[src/rtl/bcd_countdown_timer.sv]
// Purpose : multi-digit packed-BCD countdown/count-up timer with load, start,
//           pause/resume and expiry; optional auto-reload via AUTO_RELOAD_EN.
// Latency : step visible SCALE_FACTOR cycles after the start edge, then every
//           SCALE_FACTOR cycles; done/expired registered with the state.
// Backpressure: none; pause freezes count and tick, only load/reset leave EXPIRED.
//
// Ports:
//   CLOCK_50   clock; reset synchronous active-high
//   load       loads load_value/count_up (digits >9 clamped to 9), state -> IDLE
//   start      pulse: IDLE/PAUSED -> RUNNING (IDLE with count==target -> EXPIRED)
//   pause      pulse: RUNNING -> PAUSED; beats start in the same cycle
//   digits     current count, packed BCD, digit 0 in [3:0]
//   running    state is RUNNING
//   expired    state is EXPIRED
//   done       one-cycle pulse on entry to EXPIRED (or on each reload)
// Macro AUTO_RELOAD_EN: on reaching target, reload the start value and keep running.
module bcd_countdown_timer #(
  parameter int NUM_DIGITS   = 4,
  parameter int SCALE_FACTOR = 50_000_000
) (
  input  logic                    CLOCK_50,
  input  logic                    reset,
  input  logic                    load,
  input  logic [4*NUM_DIGITS-1:0] load_value,
  input  logic                    count_up,
  input  logic                    start,
  input  logic                    pause,
  output logic [4*NUM_DIGITS-1:0] digits,
  output logic                    running,
  output logic                    expired,
  output logic                    done
);

  localparam int W  = 4 * NUM_DIGITS;
  localparam int TW = (SCALE_FACTOR > 1) ? $clog2(SCALE_FACTOR) : 1;
  localparam logic [TW-1:0] TICK_LAST = TW'(SCALE_FACTOR - 1);

  typedef enum logic [1:0] {
    S_IDLE    = 2'd0,
    S_RUNNING = 2'd1,
    S_PAUSED  = 2'd2,
    S_EXPIRED = 2'd3
  } state_t;

  state_t          state_q, state_d;
  logic [W-1:0]    count_q, count_d;
  logic [W-1:0]    target_q, target_d;
  logic [TW-1:0]   tick_q, tick_d;
  logic            up_q, up_d;
  logic            done_q, done_d;
  logic [W-1:0]    clamped;
  logic [W-1:0]    stepped;
`ifdef AUTO_RELOAD_EN
  logic [W-1:0]    reload_q, reload_d;
`endif

  function automatic logic [W-1:0] bcd_clamp(input logic [W-1:0] v);
    logic [W-1:0] r;
    r = v;
    for (int i = 0; i < NUM_DIGITS; i++) begin
      if (r[4*i +: 4] > 4'd9) r[4*i +: 4] = 4'd9;
    end
    return r;
  endfunction

  // Ripple a +1/-1 through the digits; a digit only changes while the
  // carry/borrow from below is still live.
  function automatic logic [W-1:0] bcd_step(input logic [W-1:0] v, input logic up);
    logic [W-1:0] r;
    logic         c;
    r = v;
    c = 1'b1;
    for (int i = 0; i < NUM_DIGITS; i++) begin
      if (c) begin
        if (up) begin
          if (r[4*i +: 4] == 4'd9) begin
            r[4*i +: 4] = 4'd0;
          end else begin
            r[4*i +: 4] = r[4*i +: 4] + 4'd1;
            c = 1'b0;
          end
        end else begin
          if (r[4*i +: 4] == 4'd0) begin
            r[4*i +: 4] = 4'd9;
          end else begin
            r[4*i +: 4] = r[4*i +: 4] - 4'd1;
            c = 1'b0;
          end
        end
      end
    end
    return r;
  endfunction

  assign clamped = bcd_clamp(load_value);
  assign stepped = bcd_step(count_q, up_q);

  always_comb begin
    state_d  = state_q;
    count_d  = count_q;
    target_d = target_q;
    tick_d   = tick_q;
    up_d     = up_q;
    done_d   = 1'b0;
`ifdef AUTO_RELOAD_EN
    reload_d = reload_q;
`endif
    if (load) begin
      up_d     = count_up;
      count_d  = count_up ? '0 : clamped;
      target_d = count_up ? clamped : '0;
`ifdef AUTO_RELOAD_EN
      reload_d = count_up ? '0 : clamped;
`endif
      tick_d   = '0;
      state_d  = S_IDLE;
    end else begin
      unique case (state_q)
        S_IDLE: begin
          if (start) begin
            if (count_q == target_q) begin
              state_d = S_EXPIRED;
              done_d  = 1'b1;
            end else begin
              state_d = S_RUNNING;
            end
          end
        end
        S_RUNNING: begin
          if (pause) begin
            state_d = S_PAUSED;
          end else if (tick_q == TICK_LAST) begin
            tick_d  = '0;
            count_d = stepped;
            if (stepped == target_q) begin
              done_d = 1'b1;
`ifdef AUTO_RELOAD_EN
              count_d = reload_q;
`else
              state_d = S_EXPIRED;
`endif
            end
          end else begin
            tick_d = tick_q + TW'(1);
          end
        end
        S_PAUSED: begin
          if (start && !pause) state_d = S_RUNNING;
        end
        default: ;  // S_EXPIRED: only load or reset leave
      endcase
    end
  end

  always_ff @(posedge CLOCK_50) begin
    if (reset) begin
      state_q  <= S_IDLE;
      count_q  <= '0;
      target_q <= '0;
      tick_q   <= '0;
      up_q     <= 1'b0;
      done_q   <= 1'b0;
`ifdef AUTO_RELOAD_EN
      reload_q <= '0;
`endif
    end else begin
      state_q  <= state_d;
      count_q  <= count_d;
      target_q <= target_d;
      tick_q   <= tick_d;
      up_q     <= up_d;
      done_q   <= done_d;
`ifdef AUTO_RELOAD_EN
      reload_q <= reload_d;
`endif
    end
  end

  assign digits  = count_q;
  assign running = (state_q == S_RUNNING);
  assign expired = (state_q == S_EXPIRED);
  assign done    = done_q;

endmodule
[config.mk]
export PLATFORM = sky130hd
export DESIGN_NAME = bcd_countdown_timer
export DESIGN_NICKNAME = d
export VERILOG_FILES = /design/src/rtl/bcd_countdown_timer.sv
export SDC_FILE = /design/constraint.sdc
export NUM_CORES = 1
export LEC_CHECK = 0
export ABC_AREA = 0
export CORE_MARGIN = 3
export CORE_UTILIZATION = 54
export DETAILED_ROUTE_END_ITERATION = 10
export GPL_ROUTABILITY_DRIVEN = 1
export PLACE_DENSITY = 0.87
export SETUP_SLACK_MARGIN = 0.02
export SYNTH_ARGS = -nofsm -noshare
export SYNTH_HDL_FRONTEND = slang
export SYNTH_SLANG_ARGS = --single-unit
export TNS_END_PERCENT = 10
[constraint.sdc]
create_clock -name CLOCK_50 -period 7.2 [get_ports CLOCK_50]
set_input_delay 1.44 -clock CLOCK_50 [delete_from_list [all_inputs] [get_ports CLOCK_50]]
set_output_delay 1.44 -clock CLOCK_50 [all_outputs]
set_load 0.01 [all_outputs]
# Word-level counts from Yosys, hierarchy flattened

Index checks and enable logic that the tools add are counted.

Memory bits (writable): 0
Bits in latches: 0
Bits in read-only memories: 0
Output and inout port bits: 19
Memories kept: 0
Flip-flop bits (word level): 62
Bits of input ports: 22

Multiply operators: 0
Bitwise gates (word level): 1
Div/mod/pow operators: 0
Add/subtract/negate cells: 9
Muxes and demuxes: 50
Reductions and logical operators: 14
Magnitude comparators: 4
Shift operators: 0
Equal/unequal tests: 15

Operators with widths:

| operator                                               | count |
|---|---|
| two-way mux 16 bit                                     | 6 |
| two-way mux 4 bit                                      | 19 |
| == test 16 bit                                         | 2 |
| adder 26 x 1 -> 26 bit (second input constant)         | 1 |
| == test 26 bit (second input constant)                 | 1 |
| two-way mux 26 bit                                     | 1 |
| adder 4 x 1 -> 4 bit (second input constant)           | 4 |
| == test 4 bit (second input constant)                  | 4 |
| > comparator 4 bit (second input constant)             | 4 |
| logical NOT 4 bit                                      | 4 |
| two-way mux 1 bit                                      | 16 |
| subtractor 4 x 1 -> 4 bit (second input constant)      | 4 |
| two-way mux 2 bit                                      | 6 |
| inequality test 2 bit (second input constant)          | 3 |
| inequality test 3 x 2 -> 1 bit (second input constant) | 2 |
| case mux 2 bit (3 select lines)                        | 1 |
| AND reduction 5 bit                                    | 1 |
| == test 2 bit (second input constant)                  | 2 |
| nonzero test 2 bit                                     | 2 |
| AND reduction 3 bit                                    | 1 |
| nonzero test 3 bit                                     | 1 |
| == test 2 x 1 -> 1 bit (second input constant)         | 1 |
| logical NOT 2 bit                                      | 1 |
| case mux 1 bit (2 select lines)                        | 1 |
| 5 further kinds                                        | 5 |

# Logic depth before layout (Yosys ltp)

Word-level depth: 11
Gate-level depth with buffers: 13
Mapped depth without buffers: 11

# Worst setup path before layout

Ideal clock, no wire load.

Path type: reg2reg
Start: reg count_q[4], in the netlist digits[4]
End: reg state_q[1]
Data arrival time: 3.138 ns
Library setup time: 0.072 ns
Cell stages (with the launch flop): 13
Path buffers: 1
Setup slack: 3.990 ns
Cells stage by stage: dfxtp_1 clkbuf_1 inv_1 ha_1 nor4b_1 a41oi_1 a221oi_1 xor2_1 a2111oi_2 nand4_1 or4_4 a21oi_2 mux2i_1

Cells in the longest elaborated chain, start to end: 9

RTL lines:

| what                                               | RTL line | source |
|---|---|---|
| start, declared                                    | 46       | `logic [W-1:0] count_q, count_d;` |
| start signal, assigned                             | 168      | `count_q <= count_d;` |
| == test 4 bit or logical NOT 4 bit (tied branches) | 76, 83   |  |
| two-way mux 1 bit (on tied branches)               | 76, 83   |  |
| two-way mux 1 bit                                  | 75       | `if (up) begin` |
| two-way mux 1 bit (2 in series)                    | 74       | `if (c) begin` |
| two-way mux 4 bit                                  | 74       |  |
| == test 16 bit                                     | 135      | `if (stepped == target_q) begin` |
| inequality test 3 x 2 -> 1 bit (no source line)    | -        |  |
| AND reduction 5 bit (no source line)               | -        |  |
| end signal, assigned                               | 167      | `state_q <= state_d;` |
| end, declared                                      | 45       | `state_t state_q, state_d;` |

Several ways; a longest one is shown, not always the timed one. The select of a mux whose other input is x is not followed.
A chain may end at the register's enable or synchronous reset.

# Final worst setup path

Start: in pause
End: reg count_q[12], in the netlist digits[12]

Cells in the longest elaborated chain, start to end: 2

RTL lines:

| what                                   | RTL line | source |
|---|---|---|
| start, declared                        | 27       | `input logic pause,` |
| inequality test 2 bit (no source line) | -        |  |
| AND reduction 3 bit (no source line)   | -        |  |

Every way passes these cells.

==> results <==
- The count of port buffers added during placement is 40.
- Compared with the post-synthesis result, the final layout area differs by 14.1%.
- After synthesis, the cell types taking the most area are dfxtp_1, xor2_1, nor2_1.
- Of the synthesized area, sequential elements account for 29.7%.
- In this run the tightest slew margin relative to its limit is 26.9%.
- The total setup violations reported at the end of the flow is 0.
- The share of total power dissipated in combinational logic is 19.2%.
- The critical setup path kind is in -> reg.
- The top-area cell type share of the netlist area is 29.7%.
- Detailed placement finished with a half-perimeter wire length of 7350 um.
- The clock network is responsible for 38.1% of the overall power.
- The number of setup buffers added after CTS is 0.
- Per report_power, the sequential group accounts for 42.7% of the total.
- With fillers left out, the area of the finished cells amounts to 0.00477 sq mm.
- The critical path contains buffers and inverters numbering 2 combined.
- After the flow finishes, the layout carries non-filler instances totaling 660.
- In this run the number of H-tree levels came out at 3.
- The tightest min-delay check is of the reg -> reg type.
- The flow ran to the end, and the final reports show no timing, DRC or antenna violations.
- Counting the fill cells in the layout gives 619.
- The first routing iteration left 388 violations.
- Clock-pin slew was measured on the worst setup and hold paths at 70 ps.
- The final setup TNS is 0 ps.
- The total of max-cap violations is 0.
- The critical path launch point type is an input port.
- For this configuration, the core starts out at a cell density of 56.7%.
- The repair_antennas step left the layout with diodes totalling 0.
- The number of clock sinks is 62.
- The critical-path cell with the highest stage delay is nor2b_1.
- The number of hold buffers added after CTS is 0.
- In the final routed layout, each cell accounts on average for 15.6 um.
- No sink is reached through more buffers than the 2 on the longest clock path.
- The congestion estimate from routability-driven global placement came to 0.923.
- The first TritonRoute pass finished after 8 iterations.
- The overall fraction of global-route tracks in use is 23.9%.
- The CTS buffer count is 9.
- The most used flip-flop cell after synthesis is dfxtp_1.
- The net count of the mapped netlist is 577.
- In this run switching power makes up 28.0% of total power.
- Synthesis handed over a netlist of 538 instances.
- Summed over all layers, the global routing overflow is 0.
- The post-route netlist has 6.06% of its cells at a drive strength greater than 1.
- The final net count is 597.
- The final route contains 4017 vias.
- The synthesis-stage register bit count is 62.
- The cell count after placement is 646.
- The peak supply drop is 0.141 mV.
- The share of async-settable or async-resettable flops after synthesis is 0%.
- Entering global routing, the biggest net connects 43 pins.
- The buffer cell driving the clock tree root is clkbuf_8.
- The floorplan step set the die height to 94.0 um.
- The count of nets left with antenna violations after detail routing is 0.
- The I/O pin total is 41.
- The signal on the critical path passes through clkdlybuf4s50_1 -> nor2b_1 -> nand2_1 -> nor2b_1 -> inv_1 -> nand2_1 -> a21oi_1 -> nor3_1.
- The synthesized netlist occupies a cell area of 0.00418 sq mm.
- Data on the critical path arrives at its endpoint at 4610 ps.
- The setup skew after layout is 7.28 ps.
- From left edge to right edge, the die measures 94.0 um.
- The max-slew violation count is 0.
- Summed over all nets, the switching power comes to 244 uW.
- The largest single stage delay on the critical path is 890 ps.
- The residual DRC count is 0.
- The first global-routing pass estimated 17000 um of wire.
- Setup repair after global routing left no endpoint under its margin.
- The leading area contributor after synthesis is dfxtp_1.
- The instance area at placement is 0.00456 sq mm.
- At the pin with the least slew margin, the transition time is 1090 ps.
- In this design, the largest share of critical-path delay is due to simple AND/OR/NAND/NOR gates.
- The number of gates resized after CTS was 0.
- The end-of-flow core utilization is 64.7%.
- The mean area per synthesized cell is 7.77 sq um.
- The endpoint class of the critical path is a register.
- The number of failing hold endpoints at the final stage is 0.
- The highest attainable clock frequency is 230 MHz.
- For this design the ratio of total power to cell area is 183 mW/mm^2.
- Internal power comes to 627 uW.
- The static power due to leakage is 0.00179 uW.
- The data required time of the critical path is 7460 ps.
- The post-route clock period utilization is 60.4%.
- The floorplan has 31 rows.
- The via density per instance is 6.09.
- The placeable core region is 0.00737 sq mm.
- The number of global-route vias before repair is 3600.
- The number of synthesized flops with an enable pin is 0.
- The die covers 0.00883 sq mm.
- The initial antenna violation count is 0.
- The maximum fanout along the worst path is 15.
- The number of distinct library cells after synthesis is 73.
- The count of yosys warnings during synthesis is 0.
- The clock latency at the later pin of the worst-skew pair is 340 ps.
- The smallest clock period supported by the final layout is computed as 4350 ps.
- The final wirelength is 10300 um.
- The TritonCTS clock tree is done.
-- layer usage --
metal / share of wire, % / vias up / global-route usage [%]
met5: 0 / - / 0
li1: - / 1939 / -
met1: 43 / 1852 / 31.3
met4: 2.9 / 0 / 8.78
met3: 7.4 / 38 / 5.29
met2: 47 / 188 / 38.3
-- metrics by stage --
step / setup WS, ps / hold WS (ps) / total power (uW)
4_1_cts: 2980 / 486 / 870
6_report: 2850 / 487 / 870
3_3_place_gp: 2750 / 458 / 537
3_5_place_dp: 2620 / 469 / 542
5_1_grt: 2620 / 518 / 902
2_1_floorplan: 3990 / 445 / 493
-- placed cells by master, fill, tap and decap left out, drive strengths merged, types with 3 or more instances in the layout --
| cell | instances |
|---|---|
| nor2 | 76 |
| dfxtp | 62 |
| nand2 | 52 |
| clkdlybuf4s50 | 40 |
| xor2 | 35 |
| a21oi | 30 |
| inv | 24 |
| o21ai | 23 |
| xnor2 | 19 |
| nand3 | 17 |
| nor3 | 17 |
| ha | 17 |
| a31oi | 12 |
| nand4 | 11 |
| clkbuf | 10 |
| nor2b | 9 |
| nand2b | 7 |
| and3 | 7 |
| a32o | 7 |
| o22ai | 6 |
| nor4 | 5 |
| or2 | 4 |
| mux2i | 4 |
| a211oi | 3 |
| a22oi | 3 |
| nor4b | 3 |
| o31ai | 3 |
-- cell type report --
class                           instances  area (sq um)  area share (%)
Clock buffer                           10           138            2.89
Sequential cell                        62          1240            26.0
Inverter                               24          90.1            1.89
Timing Repair Buffer                   42           415            8.71
Tap cell                               99           124            2.60
Multi-Input combinational cell        419          2690            56.4
Clock inverter                          4          72.6            1.52
-- state kept, by name (all words and copies together), names as in the netlist --
register / cells
up_q: 1
state_q: 2
digits: 16
target_q: 16
done: 1
tick_q: 26
-- power groups by stage --
stage	Sequential (uW)	Combinational, uW	Clock, uW
floorplan	370	123	0
CTS	371	164	334
detailed placement	379	163	0
finish	372	167	331
global route	373	183	346
global placement	378	159	0
-- logic make-up after synthesis --
kind of cell,count (synthesis),share of synthesized area [%]
AO/OA/AOI/OAI,112,18.0
adder cells (fa/ha/maj),17,5.09
buffers and inverters,57,5.96
flip-flops,62,29.7
AND/OR/NAND/NOR,229,27.3
multiplexers,7,2.61
XOR/XNOR,54,11.3
-- synth_stat cells, types with 11 or more instances --
cell / count
inv_1: 24
nor3_1: 17
nand3_1: 17
a31oi_1: 12
nand2_1: 52
xor2_1: 35
xnor2_1: 19
dfxtp_1: 62
clkbuf_1: 20
a21oi_1: 29
ha_1: 17
nand4_1: 11
o21ai_0: 22
nor2_1: 76
-- worst min-delay path: cells and delay by family (launching register included) --
kind / cells / cell delay [ps]
AOI/OAI and AO/OA: 1 / 50
and+or+nand+nor: 1 / 60
DFF: 1 / 330
-- path summary, 6_finish.rpt --
check | from | endpoint | slack, ps | depth (start not counted)
worst max-delay path | pause | digits[12] | 2850 | 8
worst min-delay path | tick_q[1] | tick_q[1] | 490 | 2
worst max register to register | digits[0] | state_q[1] | 3400 | 11
worst min register to register | tick_q[1] | tick_q[1] | 490 | 2
No activity file was read; power rests on OpenSTA's default activity.
